File: src/rtl/key_gen.sv
// Ring-LWE key generator: serially loads a, s and e, then computes b = a*s + e in Z_p[x]/(x^N+1)
// with one multiply-accumulate per cycle, then streams out (a, b, s).
module key_gen #(
    parameter int p     = 17,
    parameter int logP  = 5,
    parameter int N     = 8,
    parameter int logN  = 3,
    parameter int N_inv = 15
) (
    input  logic            clk,
    input  logic            reset,
    input  logic            start,
    input  logic            TRNG_ready,
    input  logic [logP-1:0] TRNG_in,
    input  logic            Gaussian_ready,
    input  logic [logP-1:0] Gaussian_in,
    output logic [logP-1:0] pub_key_a,
    output logic [logP-1:0] pub_key_b,
    output logic [logP-1:0] sec_key_s,
    output logic            key_ready
);
    localparam int PW = 2 * logP;
    localparam int CW = 2 * logN;
    localparam logic [logP-1:0] P_R = logP'(p);
    localparam logic [logP:0]   P_X = (logP + 1)'(p);
    localparam logic [PW-1:0]   P_W = PW'(p);

    if (N != (1 << logN) || ((N * N_inv) % p) != 1) begin : g_bad_params
        $error("key_gen: inconsistent N/logN/N_inv/p");
    end

    typedef enum logic [3:0] {
        IDLE, ARM, LOAD_A, GAP_S, LOAD_S, GAP_E, LOAD_E, COMPUTE, OUTPUT
    } state_t;

    state_t state, state_nx;
    logic [N-1:0][logP-1:0] a_mem, s_mem, e_mem, b_mem;
    logic [logN-1:0] idx;
    logic [CW-1:0]   cnt;
    logic [logP-1:0] acc;
    logic cap_a, cap_s, cap_e, mac_en, out_en;
    logic idx_last, cnt_last;

    function automatic logic [logP-1:0] reduce(input logic [logP-1:0] v);
        return (v >= P_R) ? v - P_R : v;
    endfunction

    assign idx_last = (idx == '1);
    assign cnt_last = (cnt == '1);

    always_ff @(posedge clk or posedge reset) begin
        if (reset) state <= IDLE;
        else       state <= state_nx;
    end

    // ARM with start low acts as the first LOAD_A cycle
    always_comb begin
        state_nx = state;
        case (state)
            IDLE:    if (start) state_nx = ARM;
            ARM:     if (!start) state_nx = (cap_a && idx_last) ? GAP_S : LOAD_A;
            LOAD_A:  if (cap_a && idx_last) state_nx = GAP_S;
            GAP_S:   state_nx = LOAD_S;
            LOAD_S:  if (cap_s && idx_last) state_nx = GAP_E;
            GAP_E:   state_nx = LOAD_E;
            LOAD_E:  if (cap_e && idx_last) state_nx = COMPUTE;
            COMPUTE: if (cnt_last) state_nx = OUTPUT;
            OUTPUT:  if (idx_last) state_nx = IDLE;
            default: state_nx = IDLE;
        endcase
    end

    always_comb begin
        cap_a  = (state == ARM || state == LOAD_A) && TRNG_ready && !start;
        cap_s  = (state == LOAD_S) && Gaussian_ready;
        cap_e  = (state == LOAD_E) && Gaussian_ready;
        mac_en = (state == COMPUTE);
        out_en = (state == OUTPUT);
    end

    // Negacyclic MAC: index j wraps mod N, terms with i > k carry a minus sign
    logic [logN-1:0] k, i, j;
    logic [PW-1:0]   prod;
    logic [logP-1:0] term, base, add_r, sub_r, acc_nx;
    logic [logP:0]   sum;

    always_comb begin
        k      = cnt[CW-1:logN];
        i      = cnt[logN-1:0];
        j      = k - i;
        prod   = PW'(a_mem[i]) * PW'(s_mem[j]);
        term   = logP'(prod % P_W);
        base   = (i == '0) ? e_mem[k] : acc;
        sum    = {1'b0, base} + {1'b0, term};
        add_r  = (sum >= P_X) ? logP'(sum - P_X) : sum[logP-1:0];
        sub_r  = (base >= term) ? base - term : logP'({1'b0, base} + P_X - {1'b0, term});
        acc_nx = (i <= k) ? add_r : sub_r;
    end

    always_ff @(posedge clk or posedge reset) begin
        if (reset) begin
            a_mem     <= '0;
            s_mem     <= '0;
            e_mem     <= '0;
            b_mem     <= '0;
            idx       <= '0;
            cnt       <= '0;
            acc       <= '0;
            pub_key_a <= '0;
            pub_key_b <= '0;
            sec_key_s <= '0;
            key_ready <= 1'b0;
        end else begin
            if (cap_a) a_mem[idx] <= reduce(TRNG_in);
            if (cap_s) s_mem[idx] <= reduce(Gaussian_in);
            if (cap_e) e_mem[idx] <= reduce(Gaussian_in);
            if (cap_a || cap_s || cap_e || out_en) idx <= idx + 1'b1;
            if (mac_en) begin
                acc <= acc_nx;
                cnt <= cnt + 1'b1;
                if (i == '1) b_mem[k] <= acc_nx;
            end
            key_ready <= out_en;
            pub_key_a <= out_en ? a_mem[idx] : '0;
            pub_key_b <= out_en ? b_mem[idx] : '0;
            sec_key_s <= out_en ? s_mem[idx] : '0;
        end
    end
endmodule

File: config.mk
export PLATFORM = sky130hd
export DESIGN_NAME = key_gen
export DESIGN_NICKNAME = d
export VERILOG_FILES = /design/src/rtl/key_gen.sv
export SDC_FILE = /design/constraint.sdc
export NUM_CORES = 1
export LEC_CHECK = 0
export CELL_PAD_IN_SITES_DETAIL_PLACEMENT = 1
export CELL_PAD_IN_SITES_GLOBAL_PLACEMENT = 1
export CORE_MARGIN = 1
export CORE_UTILIZATION = 54
export CTS_CLUSTER_DIAMETER = 80
export CTS_CLUSTER_SIZE = 12
export DETAILED_ROUTE_END_ITERATION = 6
export PLACE_DENSITY = 0.88
export SETUP_SLACK_MARGIN = 0.5
export SYNTH_ARGS = -nofsm -noshare
export SYNTH_HDL_FRONTEND = slang
export SYNTH_SLANG_ARGS = --single-unit
File: constraint.sdc
create_clock -name clk -period 20.3 [get_ports clk]
set_clock_uncertainty 0.15 [all_clocks]
set_input_delay 5.075 -clock clk [delete_from_list [all_inputs] [get_ports clk]]
set_output_delay 5.075 -clock clk [all_outputs]
set_load 0.01 [all_outputs]
==> summary.md <==
| Metric | Value |
|---|---|
| PortBufs | 30 |
| Synthesized area | approximately 12,000 um^2 |
| Crit end category | flip-flop |
| Worst-path clk slew | 0.08 ns |
| Xor/xnor cell area share of the yosys netlist | 0.02961 |
| Root Buffer | clkbuf_16 |
| Final period utilization | 0.6867 |
| Hold Crit Class | reg -> reg |
| CTS max path bufs | 2 |
| Arrival time worst endpoint | 14.18 ns |
| Min Tclk post-route | 13.94 ns |
| Simple-Gate Fraction of Synth Area | 0.1377 |
| Synth unique cells | 88 |
| Ys flop type | dfrtp_1 |
| Count leader, synth | dfrtp_1 |
| H-Tree Depth | 4 |
| Area leader, netlist | dfrtp_1 |
| Most frequent CP cell | ha_1 |
| Initial Utilization | 0.5496 |
| Avg WL per Cell | 25.06 um |
| Post-DR vias/cell | 6.801 |
| Top Metal Used | met5 |
| DR WL met2 | 18.94 mm |
| YS warnings | 0 |
| Setup TNS | 0 ns |
| Dpl hpwl | about 25 mm |
| Seq/Total Area, Yosys | 0.4060 |
| Total GRT Usage | 0.3506 |
| Max Fclk | between 0.07 and 0.08 GHz |
| Met3 Wirelength | about 2.2 mm |
| Adder-Cell Fraction of Synth Area | 0.07848 |
| Slew @ Worst Pin | roughly 1.4 ns |
| Status | complete, no violations |
| I/O pins | 31 |
| ANT cells | 0 |
| 1st-pass router iterations | 7 |
| Vias in the first global route | 10,800 |
| Startpoint class of the critical path | flip-flop |
| Non-filler instance count after layout | ~1,500 |
| Required @ worst endpoint | roughly 21 ns |
| Relative slew slack | 0.07369 |
| Vias | 10,260 |
| Register area | 4855 um^2 |
| Crit-path slowest cell | dfrtp_1 |
| Mapped Cells | ~1,200 |
| Dominant cells by area after synthesis | dfrtp_1 41%, mux2_2 6.7%, ha_1 5.3% |
| Multi-input gate area | between 6000 and 7000 um^2 |
| Area Overhead vs Synth | 9.753% |
| CTS Buf Count | 17 |
| Core area | 21,760 um^2 |
| Cts repair resizes | 0 |
| Clk sink count | 194 |
| Final hold vios | 0 |
| Total grt overflow | 0 |
| Endpoints failing setup | 0 |
| Syn Area/Cell | just under 10 um^2 |
| Async SR Flop Fraction | 1.000 |
| Max incr delay on CP | 0.98 ns |
| Number of flops mapped to enable cells by yosys | 0 |
| WL met1 | 15.01 mm |
| Slew Viols, Final | 0 |
| Most instantiated cells after synthesis | 194 x dfrtp_1, 125 x nor2_1, 115 x nand2_1 |
| Cts hold-fix bufs | 0 |
| Mapped Nets | 1,287 |
| # DRC | 0 |
| Die area | 22,740 um^2 |
| Placed insts | 1,477 |
| Post-synthesis mux area share | 0.1246 |
| Max Cap Viol | 0 |
| CP max FO | 27 |
| GPL Wtd Cong | 0.8874 |
| Die Height | 150.8 um |
| Setup CP Type | reg -> reg |
| Worst-Skew Late Latency | ~0.46 ns |
| Share of post-route cells with drive strength above 1 | 0.1507 |
| Die width | 150.8 um |
| RSZ-0062 raised after global routing | no |
| Post-DRT Antenna Nets | 0 |
| Initial antenna violation count | 1 |
| Largest family of logic cells by synthesized area | compound AO/OA/AOI/OAI gates |
| Layout net count | 1,297 |
| Setup Fix Bufs, Post-CTS | 0 |
| FP Rows | 54 |
| # fillers | 2,391 |
| Yosys top cell area share | 0.4060 |
| DR iter-0 viols | 771 |
| Routed WL | 37.79 mm |
| Synth Area in Compound Gates | 0.1909 |
| CTS tree | yes |
| FF+latch count, synth | 194 |
| First-pass GRT wire length | 60.20 mm |
| Largest net degree at the start of global routing | 122 |
==> path summary, 6_finish.rpt <==
path | end | depth (start not counted) | slack, ns | startpoint
setup / recovery | b_mem[31] | 46 | 6.36 | cnt[3]
hold / removal | e_mem[4] | 2 | 0.34 | e_mem[4]
setup reg to reg | b_mem[31] | 46 | 6.36 | cnt[3]
hold reg to reg | e_mem[4] | 2 | 0.34 | e_mem[4]
max in group asynchronous | pub_key_b[3] | 3 | 13.45 | reset
min in group asynchronous | s_mem[36] | 2 | 5.04 | reset
==> critical path: cells and delay by family, from the launching register on <==
family / cells / cell delay (ns)
AND/OR/NAND/NOR: 12 / 2.70
flip-flops: 1 / 0.98
XOR/XNOR: 3 / 0.90
multiplexers: 3 / 1.28
buffers and inverters: 5 / 0.69
adder cells (fa/ha/maj): 11 / 4.36
AO/OA/AOI/OAI: 12 / 2.80
==> layout by cell type, fill, tap and decap left out, drive strengths merged, types with 23 or more instances in the layout <==
master	netlist	final
a21oi	92	92
a22oi	41	41
clkdlybuf4s50	0	30
dfrtp	194	194
ha	51	51
inv	45	50
mux2	71	71
mux2i	24	24
nand2	115	115
nor2	128	128
nor3	23	23
o21ai	70	70
xnor2	23	23
==> kinds of logic (layout without fill, tap and decap cells) <==
kind of cell | after synthesis | after routing
muxes | 115 | 115
buffers and inverters | 99 | 121
adders and majority gates | 66 | 66
and+or+nand+nor | 357 | 357
DFF | 194 | 194
AOI/OAI and AO/OA | 338 | 338
xor gates and xnor gates | 37 | 37
==> flip-flops by register name, summed over array words and instances (netlist names) <==
signal / flops
cnt: 6
idx: 3
sec_key_s: 5
s_mem: 40
b_mem: 40
state: 4
key_ready: 1
e_mem: 40
pub_key_a: 5
a_mem: 40
acc: 5
pub_key_b: 5
==> layout make-up <==
class	instances	share of cell area
repair buffers	45	0.03146
flip-flops and latches	194	0.3699
well taps	280	0.02670
clock buffers	18	0.03347
inverters	45	0.01344
clock inverters	13	0.01125
multi-input cells	913	0.5137
==> stage by stage <==
step	instance area, um^2	util	setup WS (ns)	hold slack [ns]
floorplan	11960	-	8.871	0.2906
global placement	12540	0.5762	7.400	0.3025
detailed placement	12540	0.5762	6.736	0.3209
CTS	13120	0.6032	6.589	0.3375
global route	13120	0.6032	5.495	0.3647
finish	13120	0.6032	6.360	0.3367
==> routing by layer <==
metal,up-vias,track usage
li1,4428,-
met1,5226,0.4341
met2,452,0.5943
met3,148,0.06355
met4,2,0.1640
met5,-,0
Power is not shown: default switching activity piles up to over one toggle a cycle in this logic, so the estimate is an artifact.
